<file path="src/rtl/cdb_arbiter.sv">
// cdb_arbiter: shares one registered common data bus among three result
// producers (ALU1, ALU2, LSB). Each producer owns a small circular queue; a
// round-robin scheduler broadcasts at most one entry per cycle.
// Optional feature macro: CDB_BYPASS_EN. When defined, an incoming entry on an
// empty queue may win arbitration in the same cycle and skip the queue.
module cdb_arbiter #(
    parameter int DATA_W   = 32,
    parameter int ROB_ID_W = 5,
    parameter int QDEPTH   = 2
) (
    input  logic                  clk_i,
    input  logic                  rst_i,
    input  logic                  rdy_i,
    input  logic                  rollback_flag_i,
    input  logic [2:0]            req_valid_i,
    input  logic [3*ROB_ID_W-1:0] req_rob_id_i,
    input  logic [3*DATA_W-1:0]   req_result_i,
    output logic [2:0]            req_ready_o,
    output logic                  cdb_valid_o,
    output logic [ROB_ID_W-1:0]   cdb_rob_id_o,
    output logic [DATA_W-1:0]     cdb_result_o,
    output logic [1:0]            cdb_src_o
);

    localparam int PTR_W = $clog2(QDEPTH);
    localparam int CNT_W = PTR_W + 1;
    localparam int ENT_W = ROB_ID_W + DATA_W;
    localparam logic [CNT_W-1:0] FULL_CNT = CNT_W'(QDEPTH);

    // Next requester index in round-robin order (2 wraps to 0).
    function automatic logic [1:0] inc3(input logic [1:0] v);
        return (v == 2'd2) ? 2'd0 : v + 2'd1;
    endfunction

    // Normal operation only when enabled and not flushing.
    logic advance;
    assign advance = rdy_i & ~rollback_flag_i;

    logic [2:0]            nonempty;
    logic [2:0]            push;
    logic [2:0]            enq;
    logic [2:0]            pop;
    logic [2:0]            cand;
    logic [2:0][ENT_W-1:0] head_ent;
    logic [2:0][ENT_W-1:0] in_ent;

    logic                  win_valid;
    logic [1:0]            win_idx;
    logic [1:0]            scan_idx;
    logic [ENT_W-1:0]      win_ent;

    logic [1:0]            rr_q, rr_d;
    logic                  cdb_valid_q, cdb_valid_d;
    logic [ROB_ID_W-1:0]   cdb_rob_id_q, cdb_rob_id_d;
    logic [DATA_W-1:0]     cdb_result_q, cdb_result_d;
    logic [1:0]            cdb_src_q, cdb_src_d;

    genvar gi;
    generate
        for (gi = 0; gi < 3; gi++) begin : g_queue
            logic [ENT_W-1:0] mem_q [QDEPTH];
            logic [PTR_W-1:0] head_q;
            logic [PTR_W-1:0] tail_q;
            logic [CNT_W-1:0] count_q;

            assign in_ent[gi]      = {req_rob_id_i[gi*ROB_ID_W +: ROB_ID_W],
                                      req_result_i[gi*DATA_W +: DATA_W]};
            assign head_ent[gi]    = mem_q[head_q];
            assign nonempty[gi]    = (count_q != '0);
            // Ready looks only at registered occupancy, so a full queue never
            // accepts a push even if it is being popped this same edge.
            assign req_ready_o[gi] = advance & (count_q < FULL_CNT);
            assign push[gi]        = req_valid_i[gi] & req_ready_o[gi];
`ifdef CDB_BYPASS_EN
            // An empty queue competes with its incoming entry directly.
            assign cand[gi]        = nonempty[gi] | push[gi];
`else
            assign cand[gi]        = nonempty[gi];
`endif
            assign pop[gi]         = advance & win_valid & (win_idx == 2'(gi)) & nonempty[gi];
            // A bypass winner (empty queue wins) goes straight to the bus.
            assign enq[gi]         = push[gi] & ~(advance & win_valid &
                                     (win_idx == 2'(gi)) & ~nonempty[gi]);

            // Queue pointers and occupancy; flush on rollback, hold when stalled.
            always_ff @(posedge clk_i) begin
                if (!rst_i) begin
                    head_q  <= '0;
                    tail_q  <= '0;
                    count_q <= '0;
                end else if (rollback_flag_i) begin
                    head_q  <= '0;
                    tail_q  <= '0;
                    count_q <= '0;
                end else if (rdy_i) begin
                    if (enq[gi]) tail_q <= tail_q + 1'b1;
                    if (pop[gi]) head_q <= head_q + 1'b1;
                    count_q <= count_q + CNT_W'(enq[gi]) - CNT_W'(pop[gi]);
                end
            end

            // Entry storage, written at the tail on every accepted push.
            always_ff @(posedge clk_i) begin
                if (enq[gi]) mem_q[tail_q] <= in_ent[gi];
            end
        end
    endgenerate

    // Round-robin search starting at the pointer; first candidate wins.
    always_comb begin
        win_valid = 1'b0;
        win_idx   = 2'd0;
        scan_idx  = rr_q;
        for (int k = 0; k < 3; k++) begin
            if (!win_valid && cand[scan_idx]) begin
                win_valid = 1'b1;
                win_idx   = scan_idx;
            end
            scan_idx = inc3(scan_idx);
        end
        win_ent = nonempty[win_idx] ? head_ent[win_idx] : in_ent[win_idx];
    end

    // Next bus state: rollback clears valid, stall holds, idle drops valid.
    always_comb begin
        rr_d         = rr_q;
        cdb_valid_d  = cdb_valid_q;
        cdb_rob_id_d = cdb_rob_id_q;
        cdb_result_d = cdb_result_q;
        cdb_src_d    = cdb_src_q;
        if (rollback_flag_i) begin
            cdb_valid_d = 1'b0;
            rr_d        = 2'd0;
        end else if (rdy_i) begin
            if (win_valid) begin
                cdb_valid_d  = 1'b1;
                cdb_rob_id_d = win_ent[ENT_W-1 -: ROB_ID_W];
                cdb_result_d = win_ent[DATA_W-1:0];
                cdb_src_d    = win_idx;
                rr_d         = inc3(win_idx);
            end else begin
                cdb_valid_d  = 1'b0;
            end
        end
    end

    // Registered bus outputs and round-robin pointer.
    always_ff @(posedge clk_i) begin
        if (!rst_i) begin
            rr_q         <= 2'd0;
            cdb_valid_q  <= 1'b0;
            cdb_rob_id_q <= '0;
            cdb_result_q <= '0;
            cdb_src_q    <= 2'd0;
        end else begin
            rr_q         <= rr_d;
            cdb_valid_q  <= cdb_valid_d;
            cdb_rob_id_q <= cdb_rob_id_d;
            cdb_result_q <= cdb_result_d;
            cdb_src_q    <= cdb_src_d;
        end
    end

    assign cdb_valid_o  = cdb_valid_q;
    assign cdb_rob_id_o = cdb_rob_id_q;
    assign cdb_result_o = cdb_result_q;
    assign cdb_src_o    = cdb_src_q;

endmodule

</file>
<file path="config.mk">
export PLATFORM = sky130hd
export DESIGN_NAME = cdb_arbiter
export DESIGN_NICKNAME = d
export VERILOG_FILES = /design/src/rtl/cdb_arbiter.sv
export SDC_FILE = /design/constraint.sdc
export NUM_CORES = 1
export LEC_CHECK = 0
export CORE_MARGIN = 1
export CORE_UTILIZATION = 35
export CTS_CLUSTER_DIAMETER = 40
export DETAILED_ROUTE_END_ITERATION = 8
export PLACE_DENSITY = 0.52
export SYNTH_ARGS = -nofsm -noshare
export SYNTH_HDL_FRONTEND = slang
export SYNTH_SLANG_ARGS = --single-unit
</file>
<file path="constraint.sdc">
create_clock -name clk_i -period 5.2 [get_ports clk_i]
set_clock_uncertainty 0.2 [all_clocks]
set_input_delay 1.56 -clock clk_i [delete_from_list [all_inputs] [get_ports clk_i]]
set_output_delay 1.56 -clock clk_i [all_outputs]
set_load 0.01 [all_outputs]
</file>
Word level (Yosys, flattened, before mapping)
Memories as Yosys holds them, arrays and structs flattened. A register that Yosys moved wholly into a read port is not among the register bits.
Index checks and enable logic that the tools add are counted.
{"block": "totals", "reg_bits": 54, "ram_bits": 222, "mem_count": 3, "in_bits": 118}
{"block": "classes", "bitwise_logic": 28, "eq_ne": 4, "order_cmp": 7, "n_reduce_logical": 17, "mux": 35, "addsub": 15}
{"memory": "g_queue[0].mem_q", "words": 2, "word_bits": 37, "read_ports": 1, "rd_ports_with_merged_regs": 1, "write_ports": 1, "line": "61", "text": "logic [ENT_W-1:0] mem_q [QDEPTH];"}
{"memory": "g_queue[1].mem_q", "words": 2, "word_bits": 37, "read_ports": 1, "rd_ports_with_merged_regs": 1, "write_ports": 1, "line": "61"}
{"memory": "g_queue[2].mem_q", "words": 2, "word_bits": 37, "read_ports": 1, "rd_ports_with_merged_regs": 1, "write_ports": 1, "line": "61"}
{"operator": "$bmux 37 s2", "n": 2}
{"operator": "$mux 37", "n": 3}
{"operator": "$and 1x1->1", "n": 20}
{"operator": "$mux 1", "n": 20}
{"operator": "$reduce_and 2->1", "n": 7}
{"operator": "$lt 2x3->1 const B", "n": 4}
{"operator": "$mux 2", "n": 6}
{"operator": "$bmux 1 s2", "n": 4}
{"operator": "$not 1->1", "n": 8}
{"operator": "$add 1x1->1 const B", "n": 6}
{"operator": "$add 2x1->2", "n": 3}
{"operator": "$add 2x1->2 const B", "n": 3}
{"operator": "$eq 2x2->1 const B", "n": 3}
{"operator": "$lt 2x2->1 const B", "n": 3}
{"operator": "$reduce_bool 2->1", "n": 3}
{"operator": "$sub 2x1->2", "n": 3}
{"operator": "$reduce_and 3->1", "n": 1}
{"operator": "$eq 2x1->1 const B", "n": 1}
{"operator": "$logic_and 1x1->1", "n": 2}
{"operator": "$logic_not 1->1", "n": 2}
{"operator": "$logic_not 2->1", "n": 1}
{"operator": "$reduce_or 2->1", "n": 1}

Logic depth before layout (Yosys ltp)
Gate-level depths: netlist of the first run.
{"block": "logic_depth", "depth_word": 17, "depth_mapped": 11}

Least setup slack after synthesis of the first run
No wires, ideal clock.
{"block": "synth_path", "path_type": "input to register", "startpoint": "in rollback_flag_i", "endpoint": "mem g_queue[0].mem_q[0][0] (netlist name) (enable)", "path_buffers": 0, "path_stages": 3, "setup_time_ps": 436, "arrival_time_ps": 3877, "setup_slack_ps": 687, "required_time_ps": 4564, "path_cell_list": "nand2b_1 -> nor3b_1 -> nor2b_1"}
{"block": "synth_via", "elab_chain_cells": 9, "word_cells_on_any_way": 11, "classes_between": "2 x mux; 9 x bitwise"}
{"element": "start, declared", "line": "14", "text": "input logic rollback_flag_i,"}
{"element": "$not 1->1 (no source line) *"}
{"element": "$and 1x1->1 *", "line": "37", "text": "assign advance = rdy_i & ~rollback_flag_i;"}
{"element": "$and 1x1->1 (2 in series)", "line": "82", "text": "assign enq[gi] = push[gi] & ~(advance & win_valid &"}
{"element": "$and 1x1->1", "line": "83", "text": "(win_idx == 2'(gi)) & ~nonempty[gi]);"}
{"element": "$not 1->1", "line": "82"}
{"element": "$and 1x1->1 *", "line": "82"}
{"element": "$mux 1 *", "line": "104", "text": "if (enq[gi]) mem_q[tail_q] <= in_ent[gi];"}
{"element": "$mux 1 (not written as such) *", "line": "104"}
{"element": "end, declared", "line": "61"}
Mark *: on every way between the ends. The rest lies on a longest branch, timed or not.

Worst setup path after layout of the first run
{"block": "layout_path", "startpoint": "in rollback_flag_i", "endpoint": "out req_ready_o[1]"}
{"block": "layout_via", "elab_chain_cells": 3}
{"element": "$not 1->1 (no source line)"}
{"element": "$and 1x1->1", "line": "37"}
{"element": "$and 1x1->1", "line": "72", "text": "assign req_ready_o[gi] = advance & (count_q < FULL_CNT);"}
{"element": "end, declared", "line": "18", "text": "output logic [2:0] req_ready_o,"}
No other way between the ends.

==> run metrics, run 1 <==
DRT Wirelength=26430 um; pre-CTS setup slack=0.5098 ns; HP Class=reg -> reg; Reg clk slew, reported paths=0.05 ns; number of vias per cell=4.916; via count of the first global-routing pass=6881; nets=986; Post-synth top flop=edfxtp_1; Avg WL per Cell=20.33 um; fillers=2729; synthesized net count=806; Slew @ Worst Pin=1.064 ns; CP Max Fanout=6; Reg area=7811 um^2; number of distinct library cells after synthesis=43; total track usage=16.27%; I/O pin count=161; Slew headroom=29.10%; die area=32700 um^2; Row Count=65; Bufs and invs on worst path=2; Vias=6391; setup TNS=0 ns; min Tclk post-route=4.678 ns; crit-path cells=clkdlybuf4s50_1, nand2b_1, nor2_1, clkdlybuf4s50_1; Max-Cap Viols=0; Post-DRT Antenna Nets=0; Hold Buf Count CTS=0; Detail Placement HPWL=16780 um; first-pass GRT wire length=40310 um; CP max stage delay=0.54 ns; worst skew pair latency=0.52 ns; largest net degree at the start of global routing=41; Leak=4.955 nW; Cell Area, Synth=11190 um^2; Num CTS Buffers=42; register area share after synthesis=69.75%; Port-buffer cells=160; CP delay by family, top=buffers and inverters; CTS Buffer Depth=3; CP Class=in -> out; CTS tree=yes; YS warnings=0; Critical-path top delay cell=clkdlybuf4s50_1; CP endpoint kind=output pin; TritonCTS Sinks=279; CP startpoint kind=input port; initial antenna violation count=3; Req. time, crit path=3.44 ns; max-slew violation count=0; Hold Vio Cnt, Final=0; die height=180.8 um; First DRT Iteration DRCs=320; DR pass1 iterations=4; DRC violation count after routing=0; die width=180.8 um; Synth Register Bits=279; Peak VDD IR=219.8 uV; H-Tree Depth=2; area grow syn2layout=30.82%; core area=31470 um^2; share of layout cells above drive strength 1=22.99%; Post-synth EDFFs=222; Most common cell on crit path=clkdlybuf4s50_1; Root Buffer=clkbuf_16; Resized Gates After CTS=0; area of the multi-input gates=3139 um^2; CP arrival=2.92 ns; Avg Inst Size Synth=16.41 um^2; Final WS setup=0.5217 ns; Post-CTS Setup Inserts=0; Initial Util=35.56%; Syn Inst Count=682; Final Cycle Share=89.97%; RSZ-0062 raised after global routing=false; Max Clock Freq=0.2138 GHz; total gr overflow=0; Final setup viols=0; Placer Congestion=0.7620; status=complete, no violations; Post-synth ARST share=0%; Register-to-Register Setup Slack=2.10 ns; power per cell area=369.8 nW/um^2
[logic make-up after synthesis]
family	Yosys count	synth area share, %
compound gates	64	5.477
xor+xnor	9	0.7043
fa+ha+maj	6	0.6707
buf+inv	48	2.694
flops	279	69.75
mux	152	15.07
simple gates	124	5.634
[flip-flops by register name (all words and copies together), names as in the netlist, named ones only]
signal	count
g_queue.head_q	3
rr_q	2
g_queue.tail_q	3
cdb_src_o	2
g_queue.mem_q	222
cdb_result_o	32
cdb_valid_o	1
g_queue.count_q	6
cdb_rob_id_o	5
[layout by cell type (no fill, tap or decap), drive strengths merged, types with 6 or more instances in the layout]
master / synthesis / layout
o21ai: 9 / 9
clkinv: 0 / 15
dfxtp: 57 / 57
mux2: 75 / 75
clkdlybuf4s50: 0 / 159
inv: 8 / 10
ha: 6 / 6
mux2i: 77 / 77
o211ai: 39 / 39
edfxtp: 222 / 222
nor2: 18 / 18
nand3: 75 / 75
buf: 26 / 17
clkinvlp: 0 / 7
clkbuf: 14 / 50
xor2: 6 / 6
nand2: 7 / 7
[worst reg2reg max path, cell delays in order (launching register included)]
cell	delay [ns]
dfxtp_1	0.51
o21bai_1	0.19
a21o_2	0.75
and3_1	0.37
ha_1	0.26
inv_1	0.07
ha_1	0.17
xor2_1	0.17
nand2_1	0.08
xor2_1	0.13
nor2_1	0.05
[where the power goes]
| group | switching, mW | internal (mW) |
|---|---|---|
| clock network | 0.998 | 1.74 |
| registers | 0.0109 | 2.45 |
| logic | 0.0962 | 0.125 |
| total | 1.11 | 4.31 |
[path summary, 6_finish.rpt]
path	start	endpoint	depth (start not counted)
max	rollback_flag_i	req_ready_o[1]	4
min reg2reg	cdb_valid_o$_SDFFE_PP0P_	cdb_valid_o$_SDFFE_PP0P_	2
max reg2reg	rr_q[0]$_SDFFE_PP0P_	g_queue[2].count_q[1]$_SDFFE_PP0P_	10
min	cdb_valid_o$_SDFFE_PP0P_	cdb_valid_o$_SDFFE_PP0P_	2
[cells in the mapped netlist, types with 2 or more instances]
cell type	count	area, um^2
nand3_1	75	375.4
nand2b_1	3	18.77
and3_1	2	12.51
o21ai_1	2	10.01
edfxtp_1	222	6666
a21oi_1	5	25.02
inv_1	8	30.03
o211ai_1	8	60.06
nor2_1	18	67.56
o211ai_2	31	387.9
o21bai_1	2	15.01
xnor2_1	3	26.28
nor3b_1	3	22.52
o21ai_0	6	30.03
buf_6	5	56.30
nor2b_1	5	31.28
ha_1	6	75.07
buf_12	3	60.06
buf_2	16	80.08
and2_1	5	31.28
o21a_1	2	15.01
nand2_1	7	26.28
mux2_2	56	630.6
a21o_1	2	15.01
xor2_1	6	52.55
clkbuf_1	14	52.55
dfxtp_1	57	1141
mux2_4	19	285.3
mux2i_1	77	770.7
[area by class of cell]
class                           count  area share [%]
Clock buffer                       50           7.596
Timing Repair Buffer              176           11.98
Sequential cell                   279           53.35
Clock inverter                     28           1.965
Inverter                            8          0.2051
Antenna cell                        2         0.03418
Tap cell                          402           3.435
Multi-Input combinational cell    355           21.44
[routing by layer]
metal	vias up	routed length [um]	global-route usage (%)
li1	2993	-	-
met1	3188	11170	19.77
met2	163	13500	28.68
met3	45	1201	3.265
met4	2	551	5.504
met5	-	13	0
[stage by stage]
| stage | hold slack, ns | util [%] | power, mW | area (um^2) | std cells |
|---|---|---|---|---|---|
| CTS | 0.2840 | 46.51 | 5.484 | 14640 | 1298 |
| detailed placement | 0.2734 | 42.06 | 2.727 | 13240 | 1220 |
| global route | 0.3164 | 46.52 | 5.597 | 14640 | 1299 |
| global placement | 0.2660 | 42.06 | 2.721 | 13240 | 1220 |
| floorplan | 0.2529 | - | 2.579 | 11190 | 682 |
| finish | 0.2795 | 46.52 | 5.415 | 14640 | 1300 |
(Power assumes the default switching activity.)
==> run 2: changes to the inputs <==
CTS_CLUSTER_SIZE = 16   (was default)
PLACE_DENSITY = 0.54   (was 0.52)
clock period = 4.11 ns   (was 5.2 ns; I/O delays follow)
==> run 2 against run 1 <==
Count of clock-buffer cells in the layout shrank 1. Global-route usage shrank 0.46 points. Register-to-register slack lost 0.58 ns. Power grew 29%. Setup slack lost 0.39 ns. Design area grew 1.0%. Via count shrank 0.77%. Non-clock buffer count grew 4. Sequential power grew 26%. Flip-flop and latch count is the same. Largest cell class unchanged. Highest routed layer is now met4.
==> run metrics, run 2 (synthesis results as in run 1) <==
power per cell area=472.0 nW/um^2 (+28%); Req. time, crit path=2.68 ns (-0.76 ns); RSZ-0062 raised after global routing=false; CP startpoint kind=input port; leading cell types in the layout, fill and taps excluded=222 x edfxtp_1, 159 x clkdlybuf4s50_1, 77 x mux2i_1; Hold Vio Cnt, Final=0 (unchanged); Final setup viols=0 (unchanged); TritonCTS Sinks=279 (unchanged); min Tclk post-route=3.978 ns; Detail Route met3 WL=1534 um (+28%); Max-Cap Viols=0 (unchanged); initial antenna violation count=5 (+2); Post-DRT Antenna Nets=0 (unchanged); met2 wire len=12070 um (-11%); die width=180.8 um (unchanged); Vias=6342 (-0.77%); Row Count=65 (unchanged); WL met1=11580 um (+3.7%); max FFs per register=222 (unchanged); Max Clock Freq=0.2514 GHz; DR pass1 iterations=5 (+1); CP arrival=2.54 ns (-0.38 ns); I/O pin count=161 (unchanged); H-Tree Depth=2 (unchanged); Final WS setup=0.1325 ns (-0.3892 ns); Avg WL per Cell=19.77 um (-2.7%); number of vias per cell=4.863 (-1.1%); max-slew violation count=0 (unchanged); DRT Wirelength=25780 um (-2.4%); total gr overflow=0 (unchanged); largest net degree at the start of global routing=38 (-7.3%); die height=180.8 um (unchanged); CTS Buffer Depth=3 (unchanged); Final Cycle Share=96.78%; CP endpoint kind=output pin; Hold Buf Count CTS=0 (unchanged); Num CTS Buffers=42 (unchanged); area grow syn2layout=32.17%; fillers=2709 (-0.73%); Register-to-Register Setup Slack=1.52 ns (-0.58 ns); Biggest register=g_queue.mem_q; Reg clk slew, reported paths=0.05 ns (about the same); Placer Congestion=0.7538 (-1.1%); Peak VDD IR=309.2 uV (+41%); status=complete, no violations; die area=32700 um^2 (unchanged); CP Class=in -> out; setup TNS=0 ns (unchanged); nets=990 (+0.41%); pre-CTS setup slack=0.1185 ns (-0.3914 ns); total track usage=15.81% (-0.46 points); Port-buffer cells=160 (unchanged); HP Class=reg -> reg; core area=31470 um^2 (unchanged); First DRT Iteration DRCs=325 (+1.6%); first-pass GRT wire length=38820 um (-3.7%); via count of the first global-routing pass=6551 (-4.8%); CP Max Fanout=6 (unchanged); most common cell after layout, fill and taps aside=edfxtp_1; Slew @ Worst Pin=1.068 ns (+0.004877 ns); Initial Util=35.56% (unchanged); Leak=5.043 nW (+1.8%); CTS tree=yes; DRC violation count after routing=0 (unchanged); Slew headroom=28.77% (-0.33 points); Detail Placement HPWL=15710 um (-6.3%); uppermost layer routed=met4; Root Buffer=clkbuf_16; worst skew pair latency=0.51 ns (about the same); share of layout cells above drive strength 1=24.25% (+1.3 points)
run 2: worst max-delay path: stages:
cell	delay, ns
clkdlybuf4s50_1	0.44
nand2b_2	0.24
nor2_1	0.10
clkdlybuf4s50_1	0.53
run 2: power breakdown:
| part | internal (mW) | total [mW] | switching, mW |
|---|---|---|---|
| sequential | 3.09 | 3.11 | 0.0142 |
| combinational | 0.163 | 0.282 | 0.119 |
| clock | 2.30 | 3.59 | 1.29 |
run 2: layer usage:
metal / track usage, % / up-vias
met3: 4.354 / 48
met5: 0 / -
met2: 26.05 / 162
met4: 4.889 / 0
met1: 20.17 / 3118
li1: - / 3014
run 2: stage by stage:
stage / std cells / total power, mW / instance area, um^2 / hold slack, ns / utilization (%)
CTS: 1301 / 7.065 / 14780 / 0.2741 / 46.97
detailed placement: 1224 / 3.452 / 13340 / 0.2655 / 42.37
floorplan: 682 / 3.263 / 11200 / 0.2529 / -
global placement: 1224 / 3.448 / 13340 / 0.2676 / 42.37
finish: 1304 / 6.983 / 14790 / 0.2725 / 47.00
global route: 1302 / 7.216 / 14790 / 0.3180 / 46.99
run 2: final timing paths:
path / start / to / depth (start not counted)
min reg2reg: cdb_valid_o$_SDFFE_PP0P_ / cdb_valid_o$_SDFFE_PP0P_ / 2
max: rollback_flag_i / req_ready_o[0] / 4
min: cdb_valid_o$_SDFFE_PP0P_ / cdb_valid_o$_SDFFE_PP0P_ / 2
max reg2reg: g_queue[1].count_q[1]$_SDFFE_PP0P_ / cdb_result_o[4]$_SDFFE_PN0P_ / 5
run 2: layout make-up:
type	count	area [um^2]	area share (%)
inverters	8	30.03	0.2030
diodes	3	7.507	0.05074
flip-flops and latches	279	7816	52.83
clock buffers	49	1119	7.561
multi-input cells	355	3142	21.24
clock inverters	28	330.3	2.233
repair buffers	180	1847	12.48
well taps	402	503.0	3.400
run 2: timing repair:
item	4_1_cts	5_1_grt
endpoints found under the setup margin	0	2
setup buffers	0	0
resized for setup	0	1
==> run 3: changes to the inputs <==
SLEW_MARGIN = 25   (was default)
==> run 3 against run 2 <==
Core utilization up 0.22 points. Clock power increased by 5%. Die area unchanged. Flip-flop and latch count did not move. Via count fell by 0.17%. Combinational power hardly changed. Count of clock-buffer cells in the layout down 1. Sequential share of layout area decreased by 0.23 points. Critical path depth is the same. Design area up 0.47%.
==> run metrics, run 3 (synthesis results as in run 1) <==
Num CTS Buffers=42 (unchanged); worst skew pair latency=0.51 ns (about the same); TritonCTS Sinks=279 (unchanged); CP endpoint kind=output pin; Post-DRT Antenna Nets=0 (unchanged); total gr overflow=0 (unchanged); Max-Cap Viols=0 (unchanged); I/O pin count=161 (unchanged); WHS Path Cells=2 (unchanged); min Tclk post-route=3.970 ns (-0.007063 ns); Leak=5.060 nW (+0.34%); core area=31470 um^2 (unchanged); Hold Vio Cnt, Final=0 (unchanged); Hold Buf Count CTS=0 (unchanged); die height=180.8 um (unchanged); H-Tree Depth=2 (unchanged); CP Max Fanout=6 (unchanged); CTS tree=yes; nets=990 (unchanged); Register-to-Register Setup Slack=1.52 ns (about the same); Max Clock Freq=0.2519 GHz (+0.18%); max FFs per register=222 (unchanged); CP max stage delay=0.54 ns (about the same); Critical-path top delay cell=clkdlybuf4s50_1; largest net degree at the start of global routing=38 (unchanged); pre-CTS setup slack=0.1226 ns (+0.004133 ns); RR Startpoint=g_queue[1].count_q[1]$_SDFFE_PP0P_; initial antenna violation count=1 (-4); First DRT Iteration DRCs=311 (-4.3%); Resized Gates After CTS=0 (unchanged); status=complete, no violations; Vias=6331 (-0.17%); number of vias per cell=4.863 (about the same); Final WS setup=0.1395 ns (+0.007063 ns); CTS Buffer Depth=3 (unchanged); Slew @ Worst Pin=0.9341 ns (-0.1343 ns); Post-CTS Setup Inserts=0 (unchanged); CP startpoint kind=input port; CP arrival=2.54 ns (about the same); DRT Wirelength=25870 um (+0.32%); Final setup viols=0 (unchanged); Initial Util=35.56% (unchanged); leading cell types in the layout, fill and taps excluded=222 x edfxtp_1, 159 x clkdlybuf4s50_1, 77 x mux2i_1; FF-to-FF End=cdb_result_o[4]$_SDFFE_PN0P_; DR pass1 iterations=5 (unchanged); CP Class=in -> out; Avg WL per Cell=19.87 um (+0.47%); max-slew violation count=0 (unchanged); Req. time, crit path=2.68 ns (about the same); crit-path cells=clkdlybuf4s50_1, nand2b_2, nor2_1, clkdlybuf4s50_1; first-pass GRT wire length=39020 um (+0.52%); power per cell area=481.4 nW/um^2 (+2.0%); area grow syn2layout=32.79%; die width=180.8 um (unchanged); setup TNS=0 ns (unchanged); WHS=0.2739 ns (+0.001424 ns); Post-Layout Inst Area=14860 um^2 (+0.47%); Placer Congestion=0.7538 (unchanged); Slew headroom=37.49% (+8.7 points); most common cell after layout, fill and taps aside=edfxtp_1; Peak VDD IR=310.9 uV (+0.55%); Post-DP Area=13340 um^2 (about the same); Port-buffer cells=160 (unchanged); Detail Placement HPWL=15710 um (about the same); DRC violation count after routing=0 (unchanged); HP Class=reg -> reg; via count of the first global-routing pass=6526 (-0.38%); Hold Startpoint=cdb_valid_o$_SDFFE_PP0P_; Biggest register=g_queue.mem_q; Reg clk slew, reported paths=0.05 ns (about the same); Root Buffer=clkbuf_16; Hold Path End=cdb_valid_o$_SDFFE_PP0P_; RSZ-0062 raised after global routing=false; Final Cycle Share=96.60% (-0.17 points); Worst Reg2Reg Path Length in Cells=5 (unchanged); Row Count=65 (unchanged); share of layout cells above drive strength 1=24.36% (+0.11 points); total track usage=15.85% (+0.043 points); Most common cell on crit path=clkdlybuf4s50_1; die area=32700 um^2 (unchanged)
[run 3: cell types whose count changed in the layout (fill, tap and decap cells not counted), sizes merged]
| cell | previous run | this run |
|---|---|---|
| bufinv | 5 | 8 |
| clkbuf | 49 | 48 |
| clkinv | 12 | 9 |
| clkinvlp | 3 | 7 |
| diode | 3 | 1 |
| inv | 16 | 13 |
[run 3: cell type report]
cell class | count | area, um^2
fillers | 2698 | 16610
flip-flops and latches | 279 | 7819
multi-input cells | 355 | 3142
repair buffers | 180 | 1847
clock buffers | 48 | 1125
well taps | 402 | 503.0
clock inverters | 29 | 395.4
inverters | 8 | 30.03
diodes | 1 | 2.502
[run 3: routing by layer]
layer / vias up / part of all wire (%) / GRT usage [%]
met4: 0 / 2.0 / 4.581
met2: 176 / 48 / 26.18
met1: 3093 / 44 / 20.40
li1: 3014 / - / -
met3: 48 / 6.7 / 4.213
met5: - / 0 / 0
[run 3: worst max-delay path, delay by kind of cell]
family        cells  cell delay [ns]
buf+inv           2             0.98
simple gates      2             0.33
[run 3: power by group]
group / total (mW) / switching, mW / internal, mW
clock network: 3.76 / 1.28 / 2.49
registers: 3.11 / 0.0142 / 3.09
logic: 0.282 / 0.118 / 0.163
[run 3: how the worst max path moves through the flow]
stage,from,endpoint,slack (ns),cells past startpoint
floorplan,rollback_flag_i,g_queue[0].mem_q[0][0]$_DFFE_PP_,0.60,3
detailed placement,rollback_flag_i,req_ready_o[0],0.12,4
CTS,rollback_flag_i,req_ready_o[0],0.12,4
finish,rollback_flag_i,req_ready_o[2],0.14,4
global route,rollback_flag_i,req_ready_o[1],0.03,4
global placement,rollback_flag_i,req_ready_o[0],0.15,4
[run 3: per-stage QoR]
step,util (%),std cells,power [mW]
floorplan,-,682,3.263
global placement,42.37,1224,3.448
detailed placement,42.38,1224,3.452
CTS,47.21,1301,7.236
global route,47.22,1301,7.387
finish,47.22,1302,7.155
